`src/rtl/fetch_pc_ctrl.sv`:
```
// Fetch-stage PC sequencer: owns the fetch PC, drives the instruction-memory handshake,
// applies EX/WB redirects and buffers one fetched instruction toward decode.
module fetch_pc_ctrl #(
    parameter logic [31:0] RESET_PC = 32'h1c000000
) (
    input  logic        clk,
    input  logic        rstn,
    input  logic        exc_valid,
    input  logic [31:0] exc_target,
    input  logic        br_valid,
    input  logic [31:0] br_target,
    output logic        inst_req,
    output logic [31:0] inst_addr,
    input  logic        inst_gnt,
    input  logic        inst_rvalid,
    input  logic [31:0] inst_rdata,
    output logic        if_valid,
    output logic [31:0] if_pc,
    output logic [31:0] if_inst,
    input  logic        id_ready,
    output logic [31:0] pc
);

    localparam int unsigned XLEN = 32;

    typedef enum logic [2:0] {
        S_IDLE,
        S_REQ,
        S_WAIT,
        S_DISCARD,
        S_HOLD
    } state_e;

    state_e            state_q, state_d;
    logic [XLEN-1:0]   pc_q, pc_d;
    logic              inst_req_q, inst_req_d;
    logic              if_valid_q, if_valid_d;
    logic [XLEN-1:0]   if_pc_q, if_pc_d;
    logic [XLEN-1:0]   if_inst_q, if_inst_d;

    logic              redir;
    logic [XLEN-1:0]   redir_target;
    logic [XLEN-1:0]   pc_next_seq;

    // Exception/ertn outranks branch; targets are forced word-aligned.
    assign redir        = exc_valid | br_valid;
    assign redir_target = {(exc_valid ? exc_target[XLEN-1:2] : br_target[XLEN-1:2]), 2'b00};
    assign pc_next_seq  = pc_q + XLEN'(4);

    always_comb begin
        state_d   = state_q;
        pc_d      = pc_q;
        if_pc_d   = if_pc_q;
        if_inst_d = if_inst_q;

        unique case (state_q)
            S_IDLE: begin
                state_d = S_REQ;
                if (redir) pc_d = redir_target;
            end
            S_REQ: begin
                if (redir) pc_d = redir_target;
                if (inst_gnt) state_d = redir ? S_DISCARD : S_WAIT;
            end
            S_WAIT: begin
                if (redir) pc_d = redir_target;
                if (inst_rvalid) begin
                    if (redir) begin
                        state_d = S_REQ;
                    end else begin
                        if_inst_d = inst_rdata;
                        if_pc_d   = pc_q;
                        state_d   = S_HOLD;
                    end
                end else if (redir) begin
                    state_d = S_DISCARD;
                end
            end
            S_DISCARD: begin
                // The stale response must drain before a new request may issue.
                if (redir) pc_d = redir_target;
                if (inst_rvalid) state_d = S_REQ;
            end
            S_HOLD: begin
                if (redir) begin
                    pc_d    = redir_target;
                    state_d = S_REQ;
                end else if (id_ready) begin
                    pc_d    = pc_next_seq;
                    state_d = S_REQ;
                end
            end
            default: state_d = S_IDLE;
        endcase

        inst_req_d = (state_d == S_REQ);
        if_valid_d = (state_d == S_HOLD);
    end

    always_ff @(posedge clk) begin
        if (!rstn) begin
            state_q    <= S_IDLE;
            pc_q       <= RESET_PC;
            inst_req_q <= 1'b0;
            if_valid_q <= 1'b0;
            if_pc_q    <= '0;
            if_inst_q  <= '0;
        end else begin
            state_q    <= state_d;
            pc_q       <= pc_d;
            inst_req_q <= inst_req_d;
            if_valid_q <= if_valid_d;
            if_pc_q    <= if_pc_d;
            if_inst_q  <= if_inst_d;
        end
    end

    assign inst_req  = inst_req_q;
    assign inst_addr = pc_q;
    assign pc        = pc_q;
    assign if_valid  = if_valid_q;
    assign if_pc     = if_pc_q;
    assign if_inst   = if_inst_q;

endmodule

```
`config.mk`:
```
export PLATFORM = sky130hd
export DESIGN_NAME = fetch_pc_ctrl
export DESIGN_NICKNAME = d
export VERILOG_FILES = /design/src/rtl/fetch_pc_ctrl.sv
export SDC_FILE = /design/constraint.sdc
export NUM_CORES = 1
export LEC_CHECK = 0
export ABC_AREA = 1
export CORE_MARGIN = 8
export CORE_UTILIZATION = 40
export DETAILED_ROUTE_END_ITERATION = 8
export HOLD_SLACK_MARGIN = 0.1
export MAX_ROUTING_LAYER = met4
export PLACE_DENSITY_LB_ADDON = 0.2
export SLEW_MARGIN = 20
export SYNTH_ARGS = -nofsm -noshare
export SYNTH_HDL_FRONTEND = slang
export SYNTH_SLANG_ARGS = --single-unit
```
`constraint.sdc`:
```
create_clock -name clk -period 1.9 [get_ports clk]
set_input_delay 0.38 -clock clk [delete_from_list [all_inputs] [get_ports clk]]
set_output_delay 0.38 -clock clk [all_outputs]
set_load 0.05 [all_outputs]
```
# Word level (Yosys, flattened, before mapping)
# Cells that the tools add are included.
# totals
regBits	101
inputBits	103
out_inout_bits	130
word_cells	36
# op_classes
n_addsub	1
n_eq_ne	8
muxes	14
bitwise	2
reduce_logical	5
# ops
op	count
2-to-1 mux 32 bit	3
case mux 32 bit (2 select lines)	1
adder 32 x 3 -> 32 bit (second input constant)	1
2-to-1 mux 30 bit	1
2-to-1 mux 3 bit	7
case mux 3 bit (5 select lines)	1
equality test 3 x 1 -> 1 bit (second input constant)	2
equality test 3 x 2 -> 1 bit (second input constant)	2
equality test 3 bit (second input constant)	2
AND reduction 3 bit	2
OR reduction 4 bit	1
zero test 3 bit	1
!= test 3 bit (second input constant)	1
!= test 2 x 1 -> 1 bit (second input constant)	1
nonzero test 2 bit	1
2-to-1 mux 1 bit	1
NOT 1 bit	1
OR 1 bit	1

# Logic depth before layout (Yosys ltp)
# logic_depth
depth_word	5
mapped_depth	12
depth_no_buf	12

# Worst setup path after synthesis
# No wires, ideal clock.
# synth_timing
kind	register to register
startpoint	register pc_q[2], in the netlist inst_addr[2]
endpoint	register pc_q[20], in the netlist inst_addr[20]
setup_ns	0.117
arrival_time_ns	1.887
t_required_ns	1.783
setup_slack_ns	-0.104
stages_incl_launch_ff	13
path_buffers	0
period_less_slack_ns	2.004
cell_sequence	dfxtp_1 > ha_1 > nand2_2 > inv_2 > nand2_1 > nor2_2 > nand3_1 > nor2_2 > nand3_1 > nand2_1 > nand2_1 > nand2_1 > nor2_1
# synth_between
elab_chain_len	4
# synth_lines
item	line_no	text
start, declared	35	logic [XLEN-1:0] pc_q, pc_d;
start signal, assigned	110	pc_q <= pc_d;
adder 32 x 3 -> 32 bit	48	assign pc_next_seq = pc_q + XLEN'(4);
2-to-1 mux 32 bit	88	end else if (id_ready) begin
2-to-1 mux 32 bit	85	if (redir) begin
case mux 32 bit (2 select lines)	56	unique case (state_q)
# Every way passes these cells. The select of a mux whose other input is x is not followed.
# A chain may end at the register's enable or synchronous reset.

# Worst setup path in the final report
# layout_timing
startpoint	register if_pc_q[19], in the netlist if_pc[19]
endpoint	output port if_pc[19]
# layout_rtl
item	line_no	text
start, declared	38	logic [XLEN-1:0] if_pc_q, if_pc_d;
start signal, assigned	113	if_pc_q <= if_pc_d;
end, declared	18	output logic [31:0] if_pc,
# No word-level cell between the ends.

==> flow_summary.toml <==
[status]
status = "finished, final reports clean"

[floorplan]
rows = 41
die-width_microns = 128.6
coreArea_sq_mm = 0.01252
die_h_microns = 128.6
ioPinCount = 233
initial_core_util_pct = 40.53
die_area_sq_mm = 0.01654

[flow_run]
drv_cap = 0

[drt]
drc_errors = 0
first_iter_violations = 394
drt-vias-per-instance = 4.855
vias = 5569
ant_nets = 0
wl_per_cell_microns = 15.26
drtPass1Iterations = 5
routed_wl_mm = 17.50

[grt]
grt_pass1_vias = 5188
grt_overflow = 0
track_usage_pct = 21.09
grt_max_degree = 73
antenna_found_initial = 0
grt_pass1_wl_mm = 26.94

[logic_synthesis]
avgSynthCellArea_sq_um = 6.632
synth_top_flop_cell = "dfxtp_1"
synth-edff-count = 0
synth_area_leaders = "dfxtp_1 (38%), nand2_1 (11%), nor2_1 (11%)"
synth_commonest_cells = "nand2_1 (153), nor2_1 (148), dfxtp_1 (97)"
synth_top_area_share_pct = 38.27
synth_warnings = 0
async_reset_ff_share_pct = 0
synth_seq_cells = 97
ys_seq_area_share_pct = 38.27
yosysMostFrequentCell = "nand2_1"
yosysTopAreaCell = "dfxtp_1"
syn-instance-count = 765
netlist_area_sq_mm = 0.005074
synth_cell_types = 34

[timing]
fmax_mhz = 537.6
worstMarginPinSlew_ps = 645.4
setup_violations = 0
maxSlewViolCount = 0
skew_ps = 4.647
max_slew_margin_pct = 56.93
rsz0062_at_grt = "false"
hold_viol = 0
period_minus_slack_ps = 1860
period_share_pct = 97.89
hold-worst-slack_ps = 477.4

[worst_setup_path]
critPathBufInv = 1
r2r-end = "inst_addr[13]"
crit_path_end_kind = "output port"
crit_arrival_ps = 1480
required_ps = 1520
critPathTopFamily = "buffers and inverters"
ff2ff_setup_slack_ps = 190
max_stage_delay_ps = 820
worstSetupPathType = "register to output port"
r2r-start = "inst_addr[9]"
startpoint_type = "register"
r2r_cells = 8
path_cells = "clkdlybuf4s50_1"
cp_max_fo = 2
critPathSlowestCell = "clkdlybuf4s50_1"

[clocking]
cts_root_buf = "clkbuf_16"
clk_pin_slew_worst_paths_ps = 70
insertion_delay_ps = 340
cts_hold_buf = 0
cts_tree = "built"
post_cts_resized = 0
cts_sinks = 97
cts_inserted_buffers = 9
ctsHtreeMaxLevel = 3
clock_path_buffers = 2
cts_setup_buffers = 0

[finish]
n_antenna_cell = 0
stdcell_count = 1147
layout-drive-gt1-share_pct = 18.46
finalInstanceArea_sq_mm = 0.007675
area_growth_pct = 51.27
post-route-util_pct = 61.32
finish.net_count = 1074

[power]
peakVddDrop_uv = 470.1
power_density_mw_per_mm2 = 721.2
leakagePower_uw = 0.003437

[hold_path]
hold_depth = 2
hold_end = "if_inst[5]"
min_from = "if_inst[5]"
hold_path_class = "register to register"

[placement]
hpwlAfterDp_mm = 13.55
place_inst = 1131
place_congestion = 0.9370
port_buffers = 222
postPlaceCellArea_sq_mm = 0.007300
-- tightest hold or removal path, stage by stage, from the launching register on --
cell and delay, ps:
dfxtp_1 320, nor2_1 40, nor2_1 80
-- layout make-up --
cell class / instances / area (sq um)
fill: 1212 / 4842
multi-input combinational: 556 / 2534
timing repair buffer: 265 / 2490
sequential: 97 / 1946
clock buffer: 10 / 239.0
tap: 172 / 215.2
inverter: 41 / 153.9
clock inverter: 6 / 97.59
-- metrics by stage --
stage / setup slack [ps] / total power (uW) / setup TNS, ps
2_1_floorplan: 129.2 / 3024 / 0
3_3_place_gp: -95.23 / 3529 / -1206
3_5_place_dp: -103.1 / 3536 / -1390
4_1_cts: 6.557 / 5577 / 0
5_1_grt: 3.028 / 5765 / 0
6_report: 40.01 / 5535 / 0
-- how the worst max path moves through the flow --
stage | from | to | cells after the start
6_report | if_pc[19] | if_pc[19] | 1
5_1_grt | if_pc[19] | if_pc[19] | 1
4_1_cts | if_pc[20] | if_pc[20] | 1
3_5_place_dp | exc_valid | inst_addr[26] | 10
3_3_place_gp | exc_valid | inst_addr[20] | 10
2_1_floorplan | inst_addr[4] | inst_addr[20] | 11
-- placed cells by master (no fill, tap or decap), types with 4 or more instances in the layout --
master           Yosys  layout
nand2_1            153     153
nor2_1             148     148
buf_4               38     122
clkdlybuf4s50_1      0     116
dfxtp_1             97      94
o21ai_0             83      83
nand3_1             52      52
a21oi_1             52      52
inv_1               34      34
dlymetal6s2s_1       0      15
buf_12               0      11
o21ai_1              9       9
clkbuf_16            0       9
inv_2                7       7
o211ai_1             7       7
nor2_2               6       6
nand3b_1             6       6
conb_1               1       6
a31oi_1              5       5
nor2_4               4       4
nand2_2              4       4
nor3_1               4       4
-- metal layers --
| layer | GRT usage [%] | vias up | wire length [microns] |
|---|---|---|---|
| li1 | - | 2857 | - |
| met1 | 28.89 | 2444 | 8448 |
| met2 | 30.95 | 247 | 7593 |
| met3 | 3.682 | 21 | 1155 |
| met4 | 6.496 | 0 | 304 |
| met5 | - | - | 0 |
-- state kept, by name, indices dropped and copies added (netlist names) --
| register | cells |
|---|---|
| inst_addr | 30 |
| state_q | 3 |
| if_pc | 30 |
| if_inst | 32 |
| inst_req | 1 |
| if_valid | 1 |
-- power by group --
part / leakage (uW) / internal [uW] / switching (uW)
clock network: 0.000166 / 1210 / 833
logic: 0.00248 / 508 / 780
registers: 0.000791 / 2100 / 99.4
-- logic make-up after synthesis --
logic type,Yosys count,synth area share (%)
compound gates,161,16.65
flops,97,38.27
fa+ha+maj,1,0.2466
other cells,1,0.07391
xor+xnor,3,0.5180
buf+inv,117,12.16
simple gates,384,31.89
mux,1,0.1973
(Power assumes the default switching activity.)
